===== src/rtl/if_pc_ctrl.sv =====
// if_pc_ctrl: next-PC sequencer for the instruction-fetch stage.
//
// Owns the fetch PC register and drives the select and the legs of an external
// 32-bit 2:1 next-PC mux. Leg a is PC+4 and leg b is the redirect target. It
// also sequences hazard stalls and branch/jump redirects. A redirect that
// arrives while fetch is held is buffered, then replayed when the hold releases.
//
// Optional feature macro: IF_PC_ALIGN_CHECK_EN
//   When defined, applied or latched targets have bits [1:0] cleared, and
//   misalign_o pulses for one cycle after a misaligned redirect.
//
// Ports:
//   clk             single clock, rising edge
//   rst_n           synchronous active-low reset
//   stall_i         hazard-unit hold; PC must not advance
//   redir_valid_i   branch/jump taken this cycle
//   redir_target_i  redirect target address
//   npc_o           pc_o + 4 (mux leg a)
//   tgt_o           selected redirect target (mux leg b)
//   pc_sel_o        mux select, 1 = take tgt_o
//   pc_next_i       mux output, registered on advance
//   pc_o            current fetch PC (registered)
//   fetch_valid_o   pc_o is a valid fetch this cycle (registered)
//   flush_o         kill IF/ID contents
//   misalign_o      misaligned target seen (IF_PC_ALIGN_CHECK_EN only)

module if_pc_ctrl #(
  parameter int unsigned     PC_W     = 32,
  parameter logic [PC_W-1:0] RESET_PC = '0
) (
  input  logic            clk,
  input  logic            rst_n,
  input  logic            stall_i,
  input  logic            redir_valid_i,
  input  logic [PC_W-1:0] redir_target_i,
  output logic [PC_W-1:0] npc_o,
  output logic [PC_W-1:0] tgt_o,
  output logic            pc_sel_o,
  input  logic [PC_W-1:0] pc_next_i,
  output logic [PC_W-1:0] pc_o,
  output logic            fetch_valid_o,
  output logic            flush_o
`ifdef IF_PC_ALIGN_CHECK_EN
  ,
  output logic            misalign_o
`endif
);

  typedef enum logic [1:0] {
    StBoot,
    StRun,
    StHold,
    StPend
  } state_e;

  state_e          r_state;
  state_e          w_state_d;
  logic [PC_W-1:0] r_pc;
  logic            r_fetch_valid;
  logic [PC_W-1:0] r_pend_tgt;

  logic            w_pc_en;
  logic            w_pend_latch;
  logic            w_pc_sel;
  logic            w_flush;
  logic [PC_W-1:0] w_tgt;
  logic [PC_W-1:0] w_redir_tgt;

`ifdef IF_PC_ALIGN_CHECK_EN
  logic r_misalign;
  logic w_misaligned;
  logic w_mis_evt;

  assign w_misaligned = |redir_target_i[1:0];
  assign w_redir_tgt  = {redir_target_i[PC_W-1:2], 2'b00};
`else
  assign w_redir_tgt  = redir_target_i;
`endif

  always_comb begin
    w_state_d    = r_state;
    w_pc_en      = 1'b0;
    w_pend_latch = 1'b0;
    w_pc_sel     = 1'b0;
    w_flush      = 1'b0;
    w_tgt        = redir_target_i;
`ifdef IF_PC_ALIGN_CHECK_EN
    w_mis_evt    = 1'b0;
`endif
    case (r_state)
      StBoot: begin
        w_state_d = StRun;
      end
      StRun: begin
        // The branch resolves in EX regardless of the IF hold, so it wins.
        if (redir_valid_i) begin
          w_pc_sel = 1'b1;
          w_flush  = 1'b1;
          w_tgt    = w_redir_tgt;
          w_pc_en  = 1'b1;
`ifdef IF_PC_ALIGN_CHECK_EN
          w_mis_evt = w_misaligned;
`endif
        end else if (stall_i) begin
          w_state_d = StHold;
        end else begin
          w_pc_en = 1'b1;
        end
      end
      StHold: begin
        if (redir_valid_i && stall_i) begin
          // Cannot move the PC yet: buffer the target and flush now.
          w_pend_latch = 1'b1;
          w_flush      = 1'b1;
          w_tgt        = w_redir_tgt;
          w_state_d    = StPend;
`ifdef IF_PC_ALIGN_CHECK_EN
          w_mis_evt    = w_misaligned;
`endif
        end else if (redir_valid_i) begin
          w_pc_sel  = 1'b1;
          w_flush   = 1'b1;
          w_tgt     = w_redir_tgt;
          w_pc_en   = 1'b1;
          w_state_d = StRun;
`ifdef IF_PC_ALIGN_CHECK_EN
          w_mis_evt = w_misaligned;
`endif
        end else if (!stall_i) begin
          w_pc_en   = 1'b1;
          w_state_d = StRun;
        end
      end
      StPend: begin
        // Later redirects are ignored; the buffered (older) one wins.
        w_tgt = r_pend_tgt;
        if (!stall_i) begin
          w_pc_sel  = 1'b1;
          w_pc_en   = 1'b1;
          w_state_d = StRun;
        end
      end
      default: begin
        w_state_d = StBoot;
      end
    endcase
  end

  always_ff @(posedge clk) begin
    if (!rst_n) begin
      r_state       <= StBoot;
      r_pc          <= RESET_PC;
      r_fetch_valid <= 1'b0;
      r_pend_tgt    <= '0;
`ifdef IF_PC_ALIGN_CHECK_EN
      r_misalign    <= 1'b0;
`endif
    end else begin
      r_state       <= w_state_d;
      r_fetch_valid <= (w_state_d == StRun) || (w_state_d == StHold);
      if (w_pc_en) begin
        r_pc <= pc_next_i;
      end
      if (w_pend_latch) begin
        r_pend_tgt <= w_redir_tgt;
      end
`ifdef IF_PC_ALIGN_CHECK_EN
      r_misalign    <= w_mis_evt;
`endif
    end
  end

  assign npc_o         = r_pc + {{(PC_W-3){1'b0}}, 3'd4};
  assign tgt_o         = w_tgt;
  assign pc_sel_o      = w_pc_sel;
  assign flush_o       = w_flush;
  assign pc_o          = r_pc;
  assign fetch_valid_o = r_fetch_valid;
`ifdef IF_PC_ALIGN_CHECK_EN
  assign misalign_o    = r_misalign;
`endif

endmodule


===== config.mk =====
export PLATFORM = sky130hd
export DESIGN_NAME = if_pc_ctrl
export DESIGN_NICKNAME = d
export VERILOG_FILES = /design/src/rtl/if_pc_ctrl.sv
export SDC_FILE = /design/constraint.sdc
export NUM_CORES = 1
export LEC_CHECK = 0
export ABC_AREA = 0
export CAP_MARGIN = 10
export CORE_ASPECT_RATIO = 1.4
export CORE_MARGIN = 2
export CORE_UTILIZATION = 38
export DETAILED_ROUTE_END_ITERATION = 6
export HOLD_SLACK_MARGIN = 0.03
export MAX_ROUTING_LAYER = met4
export PLACE_DENSITY = 0.77
export SLEW_MARGIN = 10
export SYNTH_ARGS = -nofsm -noshare
export SYNTH_HDL_FRONTEND = slang
export SYNTH_SLANG_ARGS = --single-unit

===== constraint.sdc =====
create_clock -name clk -period 2 [get_ports clk]
set_input_delay 0.4 -clock clk [delete_from_list [all_inputs] [get_ports clk]]
set_output_delay 0.4 -clock clk [all_outputs]
set_load 0.02 [all_outputs]

==> impl_metrics.csv <==
group,metric,value,unit
floorplan,rows,42,
timing,rsz0062_at_grt,"true",
setup_path,cp_slowest_cell,"nor4_4",
grt,grt_overflow_total,0,
placement,place_ws,-0.3772,ns
grt,grt_pass1_wl,18200,um
run_status,violations,"negative setup slack",
synthesis,ys_seq_area_share,36.72,%
detailed_routing,ant_nets,0,
synthesis,ys.flop_type,"dfxtp_1",
cts,cts_buffer_depth,2,
power_and_ir_drop,total_power,3.692,mW
power_and_ir_drop,pwr-share-comb,22.8,%
run_status,outcome,"finished with violations",
synthesis,ys_async_sr_fraction,0,%
timing,setup_slack,-0.2424,ns
worst_hold_path,worstHoldPathType,"reg -> reg",
timing,worst_pin_slew,0.5443,ns
setup_path,end_kind,"output port",
setup_path,cp_max_fo,5,
placement,dp_hpwl,8295,um
synthesis,synth_nets,502,
timing,hold_viol,0,
cts,clock_sinks,67,
floorplan,start_util,38.83,%
placement,portBuffers,166,
synthesis,netlist-cell-type-count,34,
grt,antenna_found_initial,0,
cts,clk_pin_slew_worst_paths,0.05,ns
job,cap_violations,0,
layout,fin_area,6919,sq um
power_and_ir_drop,p_per_area,533.6,nW/um^2
timing,fmax,445.9,MHz
power_and_ir_drop,p_seq_share,38.0,%
layout,final_common_cell,"nand2_1",
setup_path,crit_chain,"nand4_4 -> nor4_4 -> buf_6 -> nand3_2 -> xnor2_2 -> buf_4",
setup_path,worstSetupStartpointType,"flip-flop",
synthesis,synthCells,428,
timing,min_period,2.242,ns
detailed_routing,drt_iter0_drc,136,
layout,layout-area-overhead-vs-synth,89.45,%
floorplan,die_area,10420,sq um
grt,track_usage,22.52,%
placement,globalplace.congestion,0.9512,
timing,setup_viol_count_final,43,
grt,grt_max_degree,40,
cts,h-tree-depth,3,
synthesis,yosysWarnings,0,
power_and_ir_drop,p_int,2.730,mW
power_and_ir_drop,clkPwrFrac,39.3,%
floorplan,fp.dieW,86.86,um
layout,multi_input_area,2580,sq um
synthesis,mappedNetlistArea,3652,sq um
timing,slew_headroom,63.72,%
power_and_ir_drop,ir_worst_vdd,528.5,uV
floorplan,core_area,9407,sq um
layout,num-nets-final,744,
layout,seqCellArea,1378,sq um
layout,nFillCells,656,
synthesis,syn_area_per_cell,8.533,sq um
setup_path,worstPathArrival,1.84,ns
floorplan,ios,167,
synthesis,ys_ff_latch,67,
layout,drive_gt1_share,39.70,%
setup_path,critPathKind,"reg -> out",
timing,fin_crit_sh,112.1,%
detailed_routing,wl_per_cell,16.08,um
power_and_ir_drop,power_leakage,2.986,nW
power_and_ir_drop,swShare,26.05,%
cts,cts_tree,"built",
cts,clk_latency,0.33,ns
timing,slew_violations,0,
cts,cts_root_buffer,"clkbuf_16",
detailed_routing,firstDrtPassIters,4,
cts,cts_made_buffers,9,
power_and_ir_drop,p_sw,0.9618,mW
synthesis,synth_edf_count,0,
detailed_routing,wl,12630,um
detailed_routing,vias_per_cell,5.136,
grt,first_global_vias,3981,
layout,n_antenna_cell,0,
detailed_routing,vias,4032,
detailed_routing,drc,0,
layout,mostFrequentLayoutCells,"nand2_1, clkdlybuf4s50_1, buf_4",
setup_path,cpPeakStageDelay,0.38,ns
placement,place_area,5971,sq um
floorplan,die_y,120,um
timing,clock_skew,0.004504,ns
setup_path,cp_data_required_time,1.60,ns
## path summary, 6_finish.rpt
path | startpoint | endpoint | slack [ns] | cells after the start
max | pc_o[4]$_SDFFE_PN0P_ | npc_o[25] | -0.24 | 6
min | r_pend_tgt[25]$_SDFFE_PN0P_ | r_pend_tgt[25]$_SDFFE_PN0P_ | 0.46 | 2
max reg2reg | r_state[1]$_SDFF_PN0_ | pc_o[25]$_SDFFE_PN0P_ | 0.19 | 7
min reg2reg | r_pend_tgt[25]$_SDFFE_PN0P_ | r_pend_tgt[25]$_SDFFE_PN0P_ | 0.46 | 2
## Yosys cell counts (all sizes together), types with 2 or more instances
cell    count  share of area, %
a211o       2              0.48
a21boi     33               6.8
and3        8               1.4
and4        4              0.96
buf         9               1.5
clkbuf     20               2.1
dfxtp      67                37
ha          6               2.1
inv         5              0.51
mux2       32               9.9
mux2i      33               9.0
nand2     138                14
nand3      15               2.1
nand4       9               2.1
nor2        6              0.69
nor3        3              0.55
nor4        2              0.75
xnor2      22               5.3
xor2        6               1.4
## power by group through the flow
stage                     Clock, mW  Combinational (mW)  Sequential (mW)
after floorplan                   0               0.288             1.49
after global placement            0               0.779             1.42
after detailed placement          0               0.787             1.43
after CTS                      1.49               0.778             1.40
after global routing           1.55               0.884             1.40
final                          1.45               0.840             1.40
## final cells by class
class / instances / share of cell area [%]
Inverter: 5 / 0.2712
Timing Repair Buffer: 260 / 36.49
Sequential cell: 67 / 19.91
Multi-Input combinational cell: 327 / 37.29
Clock buffer: 11 / 3.653
Clock inverter: 5 / 0.3978
Tap cell: 110 / 1.989
## sequential cells by signal (all words and copies together) (netlist names)
signal,count
r_pend_tgt,32
pc_o,32
fetch_valid_o,1
r_state,2
## per-stage QoR
| stage | utilization [%] | instances | TNS [ns] | hold slack [ns] |
|---|---|---|---|---|
| 2_1_floorplan | - | 428 | 0 | 0.4400 |
| 3_3_place_gp | 63.47 | 738 | -11.17 | 0.4457 |
| 3_5_place_dp | 63.47 | 738 | -12.09 | 0.4565 |
| 4_1_cts | 69.09 | 774 | -5.348 | 0.4652 |
| 5_1_grt | 73.56 | 785 | -6.759 | 0.4926 |
| 6_report | 73.56 | 785 | -3.815 | 0.4636 |
## logic make-up after synthesis
kind of cell | after synthesis | synth area share (%)
buf+inv | 34 | 4.042
flops | 67 | 36.73
mux | 65 | 18.91
fa+ha+maj | 6 | 2.055
xor+xnor | 28 | 6.714
compound gates | 41 | 8.496
simple gates | 187 | 23.06
## critical path: cells and delay by family (launching register included)
kind,cells,cell delay (ns)
DFF,1,0.35
buffers and inverters,2,0.36
xor gates and xnor gates,1,0.18
and+or+nand+nor,3,0.62
## per-layer routing
metal / vias up / track usage (%) / share of wire, % / wire [um]
li1: 1920 / - / - / -
met1: 1931 / 23.40 / 37 / 4719
met2: 154 / 40.08 / 54 / 6871
met3: 27 / 4.333 / 6.0 / 752
met4: 0 / 10.45 / 2.2 / 282
met5: - / - / 0 / 0
## what timing repair did
action,CTS,global route
endpoints found under the setup margin,62,57
gates resized for setup,345,107
gates cloned,3,0
hold buffers,0,0
hold endpoints to repair,0,0
pin swaps,14,14
buffers inserted,17,13
No activity file was read; power rests on OpenSTA's default activity.
